<file path="src/rtl/tune_sequencer.sv">
// Tuning run sequencer: loads a solver-proposed current into the DAC, waits for it to settle,
// measures Q, hands the result to the solver and repeats until convergence or a failure cause.
module tune_sequencer #(
    parameter int BUS_WIDTH     = 10,
    parameter int SETTLE_CYCLES = 16,
    parameter int MAX_ITER      = 32,
    parameter int MEAS_TIMEOUT  = 255
) (
    input  logic                          clk,
    input  logic                          rst,
    input  logic                          start,
    input  logic [BUS_WIDTH-1:0]          q_target,
    input  logic [BUS_WIDTH-1:0]          solver_i_ref,
    input  logic                          solver_converged,
    input  logic                          solver_unstable,
    input  logic [BUS_WIDTH-1:0]          meas_q,
    input  logic                          meas_done,
    output logic                          solver_rst,
    output logic                          solver_ready,
    output logic [BUS_WIDTH-1:0]          q_desired,
    output logic [BUS_WIDTH-1:0]          q_measured,
    output logic                          dac_load,
    output logic [BUS_WIDTH-1:0]          dac_code,
    output logic                          meas_start,
    output logic                          busy,
    output logic                          done,
    output logic                          fail,
    output logic [1:0]                    fail_code,
    output logic [$clog2(MAX_ITER+1)-1:0] iter_count
);

    localparam int IW = $clog2(MAX_ITER + 1);
    localparam int SW = (SETTLE_CYCLES > 1) ? $clog2(SETTLE_CYCLES) : 1;
    localparam int WW = (MEAS_TIMEOUT > 0) ? $clog2(MEAS_TIMEOUT + 1) : 1;

    typedef enum logic [2:0] {IDLE, INIT, LOAD, SETTLE, MEASURE, HANDOFF, CHECK, FINISH} state_t;

    state_t               state, state_nxt;
    logic [SW-1:0]        settle_cnt, settle_cnt_nxt;
    logic [WW-1:0]        wdog_cnt, wdog_cnt_nxt;
    logic                 check_wait, check_wait_nxt;
    logic [BUS_WIDTH-1:0] q_desired_nxt, q_measured_nxt, dac_code_nxt;
    logic                 solver_rst_nxt, solver_ready_nxt, dac_load_nxt, meas_start_nxt;
    logic                 busy_nxt, done_nxt, fail_nxt;
    logic [1:0]           fail_code_nxt;
    logic [IW-1:0]        iter_count_nxt;

    // NOTE: sequential state uses non-blocking assignments so every register samples pre-edge values.
    always_ff @(posedge clk or posedge rst) begin
        if (rst) begin
            state        <= IDLE;
            settle_cnt   <= '0;
            wdog_cnt     <= '0;
            check_wait   <= 1'b0;
            q_desired    <= '0;
            q_measured   <= '0;
            dac_code     <= '0;
            solver_rst   <= 1'b0;
            solver_ready <= 1'b0;
            dac_load     <= 1'b0;
            meas_start   <= 1'b0;
            busy         <= 1'b0;
            done         <= 1'b0;
            fail         <= 1'b0;
            fail_code    <= 2'b00;
            iter_count   <= '0;
        end else begin
            state        <= state_nxt;
            settle_cnt   <= settle_cnt_nxt;
            wdog_cnt     <= wdog_cnt_nxt;
            check_wait   <= check_wait_nxt;
            q_desired    <= q_desired_nxt;
            q_measured   <= q_measured_nxt;
            dac_code     <= dac_code_nxt;
            solver_rst   <= solver_rst_nxt;
            solver_ready <= solver_ready_nxt;
            dac_load     <= dac_load_nxt;
            meas_start   <= meas_start_nxt;
            busy         <= busy_nxt;
            done         <= done_nxt;
            fail         <= fail_nxt;
            fail_code    <= fail_code_nxt;
            iter_count   <= iter_count_nxt;
        end
    end

    always_comb begin
        // NOTE: every signal gets a default here first so no path can infer a latch.
        state_nxt        = state;
        settle_cnt_nxt   = settle_cnt;
        wdog_cnt_nxt     = wdog_cnt;
        check_wait_nxt   = check_wait;
        q_desired_nxt    = q_desired;
        q_measured_nxt   = q_measured;
        dac_code_nxt     = dac_code;
        busy_nxt         = busy;
        fail_code_nxt    = fail_code;
        iter_count_nxt   = iter_count;
        solver_rst_nxt   = 1'b0;
        solver_ready_nxt = 1'b0;
        dac_load_nxt     = 1'b0;
        meas_start_nxt   = 1'b0;
        done_nxt         = 1'b0;
        fail_nxt         = 1'b0;

        case (state)
            IDLE: begin
                if (start) begin
                    state_nxt      = INIT;
                    q_desired_nxt  = q_target;
                    iter_count_nxt = '0;
                    fail_code_nxt  = 2'b00;
                    busy_nxt       = 1'b1;
                    solver_rst_nxt = 1'b1;
                end
            end
            INIT: state_nxt = LOAD;
            LOAD: begin
                dac_code_nxt   = solver_i_ref;
                dac_load_nxt   = 1'b1;
                settle_cnt_nxt = SW'(SETTLE_CYCLES - 1);
                state_nxt      = SETTLE;
            end
            SETTLE: begin
                if (settle_cnt == '0) begin
                    state_nxt      = MEASURE;
                    meas_start_nxt = 1'b1;
                    wdog_cnt_nxt   = '0;
                end else begin
                    settle_cnt_nxt = settle_cnt - 1'b1;
                end
            end
            MEASURE: begin
                wdog_cnt_nxt = wdog_cnt + 1'b1;
                // meas_start is high only in the first MEASURE cycle, when meas_done is not yet trusted.
                if (!meas_start && meas_done) begin
                    q_measured_nxt   = meas_q;
                    solver_ready_nxt = 1'b1;
                    state_nxt        = HANDOFF;
                end else if (wdog_cnt == WW'(MEAS_TIMEOUT)) begin
                    state_nxt     = FINISH;
                    busy_nxt      = 1'b0;
                    fail_nxt      = 1'b1;
                    fail_code_nxt = 2'b11;
                end
            end
            HANDOFF: begin
                if (iter_count != IW'(MAX_ITER)) iter_count_nxt = iter_count + 1'b1;
                check_wait_nxt = 1'b1;
                state_nxt      = CHECK;
            end
            CHECK: begin
                if (check_wait) begin
                    check_wait_nxt = 1'b0;
                end else begin
                    state_nxt = FINISH;
                    busy_nxt  = 1'b0;
                    if (solver_unstable) begin
                        fail_nxt      = 1'b1;
                        fail_code_nxt = 2'b01;
                    end else if (solver_converged) begin
                        done_nxt = 1'b1;
                    end else if (iter_count == IW'(MAX_ITER)) begin
                        fail_nxt      = 1'b1;
                        fail_code_nxt = 2'b10;
                    end else begin
                        state_nxt = LOAD;
                        busy_nxt  = 1'b1;
                    end
                end
            end
            FINISH:  state_nxt = IDLE;
            default: state_nxt = IDLE;
        endcase
    end

endmodule

</file>
<file path="config.mk">
export PLATFORM = sky130hd
export DESIGN_NAME = tune_sequencer
export DESIGN_NICKNAME = d
export VERILOG_FILES = /design/src/rtl/tune_sequencer.sv
export SDC_FILE = /design/constraint.sdc
export NUM_CORES = 1
export LEC_CHECK = 0
export BUFFER_PORTS_ARGS = -buffer_cell sky130_fd_sc_hd__buf_2
export CAP_MARGIN = 20
export CORE_AREA = 2 2 99 63
export CTS_CLUSTER_DIAMETER = 60
export DETAILED_ROUTE_END_ITERATION = 12
export DIE_AREA = 0 0 101 65
export PLACE_DENSITY = 0.76
export SLEW_MARGIN = 10
export SYNTH_ARGS = -nofsm -noshare
export SYNTH_HDL_FRONTEND = slang
export SYNTH_SLANG_ARGS = --single-unit
</file>
<file path="constraint.sdc">
create_clock -name clk -period 3.2 [get_ports clk]
set_input_delay 0.8 -clock clk [delete_from_list [all_inputs] [get_ports clk]]
set_output_delay 0.8 -clock clk [all_outputs]
set_load 0.03 [all_outputs]
</file>
# --- Yosys cells after proc, flatten, opt, wreduce, memory -nomap -nowiden ---
# Cells that the tools add are included.
word_totals:
  reg_bits: 61
  latchBits: 0
  mem_bits_rw: 0
  rom_bits: 0
  in_bits: 36
  output_inout_bits: 45
  word_cells: 107
  mem_count: 0
classes:
  addsub: 3
  mul: 0
  n_div: 0
  order_cmp: 0
  eq_ne: 20
  n_shift: 0
  muxes: 51
  n_bitwise: 0
  n_reduce_logical: 17
ops:
  columns: ["operator", "n"]
  rows:
  - ["$mux W1", 24]
  - ["$mux W3", 8]
  - ["$pmux W3 S8", 1]
  - ["$pmux W8 S2", 1]
  - ["$mux W2", 7]
  - ["$ne A2 B2 Y1 const B", 7]
  - ["$eq A3 B3 Y1 const B", 4]
  - ["$mux W6", 2]
  - ["$pmux W6 S2", 1]
  - ["$ne A3 B3 Y1 const B", 3]
  - ["$add A8 B1 Y8 const B", 1]
  - ["$eq A8 B8 Y1 const B", 1]
  - ["$mux W8", 1]
  - ["$pmux W4 S2", 1]
  - ["$reduce_and A2 Y1", 4]
  - ["$reduce_bool A2 Y1", 4]
  - ["$reduce_and A7 Y1", 1]
  - ["$add A6 B1 Y6 const B", 1]
  - ["$eq A3 B2 Y1 const B", 2]
  - ["$eq A6 B6 Y1 const B", 1]
  - ["$ne A6 B6 Y1 const B", 1]
  - ["$pmux W2 S3", 1]
  - ["$reduce_and A5 Y1", 1]
  - ["$logic_not A4 Y1", 1]
  - ["other kinds (11)", 12]

# --- Depth between registers and ports, before layout ---
logic_depth:
  ltp_word: 6
  mapped_depth: 6
  mapped_depth_nobuf: 6

# --- Worst setup path after synthesis ---
# Ideal clock, no wire load.
synth_timing:
  path_type: "input to register"
  from: "in start"
  to: "reg q_desired[0]"
  setup_time_ns: 0.125
  arrival_ns: 1.751
  required_time_ns: 3.075
  setup_slack_ns: 1.324
  path_stages: 4
  path_buffers: 2
  cell_sequence: "nor4b_1 buf_2 buf_2 mux2_2"
synth_via:
  elab_chain_len: 1
synth_lines:
  columns: ["element", "line", "rtl"]
  rows:
  - ["start, declared", "11", "input logic start,"]
  - ["$reduce_and A2 Y1 (no source line)", null, null]
  - ["end signal, assigned", "72", "q_desired <= q_desired_nxt;"]
  - ["end, declared", "20", "output logic [BUS_WIDTH-1:0] q_desired,"]
# Every way passes these cells.
# A chain may end at the register's enable or synchronous reset.

# --- Worst setup path in the final report ---
layout_timing:
  from: "reg state[0]"
  to: "reg wdog_cnt[7]"
layout_via:
  elab_chain_len: 3
  elab_cells_between_ends: 6
  classes_between: "3 x eq/ne; 1 x mux; 2 x reduce/logical"
layout_lines:
  columns: ["element", "line", "rtl"]
  rows:
  - ["start, declared", "38", "state_t state, state_nxt;"]
  - ["start signal, assigned", "68", "state <= state_nxt;"]
  - ["$eq A3 B2 Y1 / $eq A3 B3 Y1 (equally long branches)", "106", "case (state)"]
  - ["$ne A2 B2 Y1 (no source line) / $reduce_bool A2 Y1 (equally long branches)", null, null]
  - ["$reduce_and A2 Y1 (no source line)", null, null]
  - ["end signal, assigned", "70", "wdog_cnt <= wdog_cnt_nxt;"]
  - ["end, declared", "40", "logic [WW-1:0] wdog_cnt, wdog_cnt_nxt;"]
# Parallel ways exist; a longest one is shown, timed or not.

==> flow_summary.json <==
{
  "nNetsFinal": 364,
  "cp_data_arrival_time_ns": 2.10,
  "synth.distinct_cells": 45,
  "cts.htree.levels": 3,
  "drtIter0Drc": 120,
  "clk_pin_slew_ns": 0.06,
  "dpl.hpwl_microns": 4070,
  "postCtsSetupBuffers": 0,
  "cts-root-buf": "clkbuf_8",
  "gp_congestion": 0.846,
  "peakVddDrop_v": 0.000555,
  "fin_crit_ns": 1.83,
  "async_flop_share": 1.00,
  "numClockSinks": 61,
  "critPathSlowestCell": "or3b_1",
  "cp_top_family": "simple AND/OR/NAND/NOR gates",
  "fillerInstances": 485,
  "wirelength_microns": 5490,
  "setup_violations": 0,
  "ys_seq_elements": 61,
  "area_delta_synth_final_pct": 25.2,
  "clk_latency_ns": 0.33,
  "initial_core_util": 0.475,
  "grt_overflow_total": 0,
  "dieArea_sq_mm": 0.00657,
  "hold_viol_final": 0,
  "grt_max_degree": 32,
  "cp_slowest_stage_delay_ns": 0.59,
  "fin_crit_sh": 0.573,
  "drive_above_1_share": 0.387,
  "num_vias": 2069,
  "yosysWarningCount": 0,
  "die_h_microns": 65,
  "synthFlopType": "dfrtp_1",
  "ioPinCount": 81,
  "layoutNonFillerInstCount": 400,
  "max_clock_freq_ghz": 0.546,
  "p_per_area_mw_per_mm2": 938,
  "cts_made_buffers": 9,
  "first_pass_iters": 4,
  "slew_headroom": 0.668,
  "track_usage": 0.186,
  "power_leakage_nw": 1.67,
  "outcome": "completed",
  "critPathKind": "flip-flop to flip-flop",
  "synth_edf_count": 0,
  "start_kind": "flip-flop",
  "grt_pass1_vias": 2038,
  "cp-end-kind": "flip-flop",
  "layout_common_cells": "buf_2, dfrtp_1, mux2_2, nand2_1, nor2_1",
  "postRouteAntennaNets": 0,
  "hold_buffers": 0,
  "cts_resized": 0,
  "syn_avg_cell_area_sq_um": 11.6,
  "cp.buffers_inverters": 0,
  "routed_via_density": 5.17,
  "max_cap_viol_count": 0,
  "report.final.slew_viol_count": 0,
  "path_cells": "or3b_1 -> or4_1 -> nand3_1",
  "dp_cells": 384,
  "final.setup.tns_ns": 0,
  "rsz0062_at_grt": "no",
  "final_common_cell": "buf_2",
  "tightest_slew_ns": 0.499,
  "cts_tree": "yes",
  "port-buffer-count": 80,
  "synthCells": 236,
  "hold_path_class": "input pin to async pin",
  "syn_nets": 277,
  "cp_max_fo": 16,
  "cts_max_path_buffers": 2,
  "skew_ns": 0.0105,
  "antenna_found_initial": 0,
  "die_x_microns": 101,
  "ys_seq_area_frac": 0.556,
  "grt_pass1_wl_microns": 9390,
  "rows": 22,
  "wire_per_inst_microns": 13.7,
  "crit_required_ns": 3.47,
  "core_area_sq_mm": 0.00578,
  "drc_errors": 0,
  "syn_area_sq_mm": 0.00274,
  "n_antenna_cell": 0
}
synthesized netlist by cell type, types with 3 or more instances:
master / n / share of area
o21ai_0: 9 / 0.016
nor2b_1: 4 / 0.0091
or3b_1: 3 / 0.0096
nand2b_1: 5 / 0.011
inv_1: 10 / 0.014
mux2_1: 10 / 0.041
buf_2: 6 / 0.011
nor2_1: 16 / 0.022
nand3b_1: 4 / 0.011
ha_1: 5 / 0.023
nand3_1: 7 / 0.013
xor2_1: 4 / 0.013
o22ai_1: 3 / 0.0068
mux2_2: 23 / 0.094
a21oi_1: 7 / 0.013
dfrtp_1: 61 / 0.56
nor3_1: 3 / 0.0055
nand2_1: 19 / 0.026
metrics by stage:
stage	hold WS, ns	utilization	total power, W	cell area [sq um]	worst slack [ns]
5_1_grt	0.370	0.594	0.00342	3440	1.20
3_3_place_gp	0.469	0.559	0.00249	3230	1.25
3_5_place_dp	0.479	0.559	0.00252	3230	1.19
4_1_cts	0.361	0.594	0.00325	3440	1.36
6_report	0.373	0.594	0.00322	3440	1.37
2_1_floorplan	0.480	-	0.00216	2740	0.887
flip-flops by register name (all words and copies together) (netlist names):
register and cells:
done 1, fail_code 2, dac_code 10, meas_start 1, wdog_cnt 8, iter_count 6
settle_cnt 4, solver_ready 1, state 3, solver_rst 1, dac_load 1, busy 1
fail 1, q_desired 10, check_wait 1, q_measured 10
final cells by class:
| cell class | count | area, sq um | share of cell area |
|---|---|---|---|
| Sequential cell | 61 | 1530 | 0.444 |
| Clock buffer | 11 | 131 | 0.0382 |
| Multi-Input combinational cell | 156 | 1140 | 0.331 |
| Tap cell | 72 | 90.1 | 0.0262 |
| Timing Repair Buffer | 85 | 438 | 0.127 |
| Clock inverter | 5 | 75.1 | 0.0218 |
| Inverter | 10 | 37.5 | 0.0109 |
kinds of logic after synthesis:
| family | share of synthesized area |
|---|---|
| AOI/OAI and AO/OA | 0.0848 |
| DFF | 0.556 |
| xor gates and xnor gates | 0.0192 |
| adders and majority gates | 0.0228 |
| and+or+nand+nor | 0.150 |
| buffers and inverters | 0.0315 |
| muxes | 0.135 |
final timing paths:
| kind | startpoint | to | slack (ns) | cells after the start |
|---|---|---|---|---|
| worst min register to register | q_measured[2] | q_measured[2] | 0.49 | 1 |
| min in group clk | q_measured[2] | q_measured[2] | 0.49 | 1 |
| max in group asynchronous | rst | wdog_cnt[2] | 2.17 | 3 |
| worst max-delay path | state[0] | wdog_cnt[7] | 1.37 | 3 |
| worst min-delay path | rst | dac_code[2] | 0.37 | 2 |
| worst max register to register | state[0] | wdog_cnt[7] | 1.37 | 3 |
metal layers:
metal  part of all wire  wire [microns]  vias to the layer above  global-route usage
li1                   -               -                     1013                   -
met1               0.48            2610                      981               0.258
met2               0.43            2380                       70               0.270
met3              0.080             440                        5              0.0723
met4             0.0088              48                        0              0.0557
met5                  0               0                        -                   0
report_power, final:
group	switching [W]	total, W	internal (W)
clock network	0.000285	0.000720	0.000435
logic	0.000789	0.00126	0.000468
registers	0.000205	0.00125	0.00104
worst register-to-register path, cell delays in order (launching register included):
cell and delay [ns]:
dfrtp_1 0.56, or3b_1 0.59, or4_1 0.54, nand3_1 0.09
Note: power is estimated with default switching activity, not from simulation.
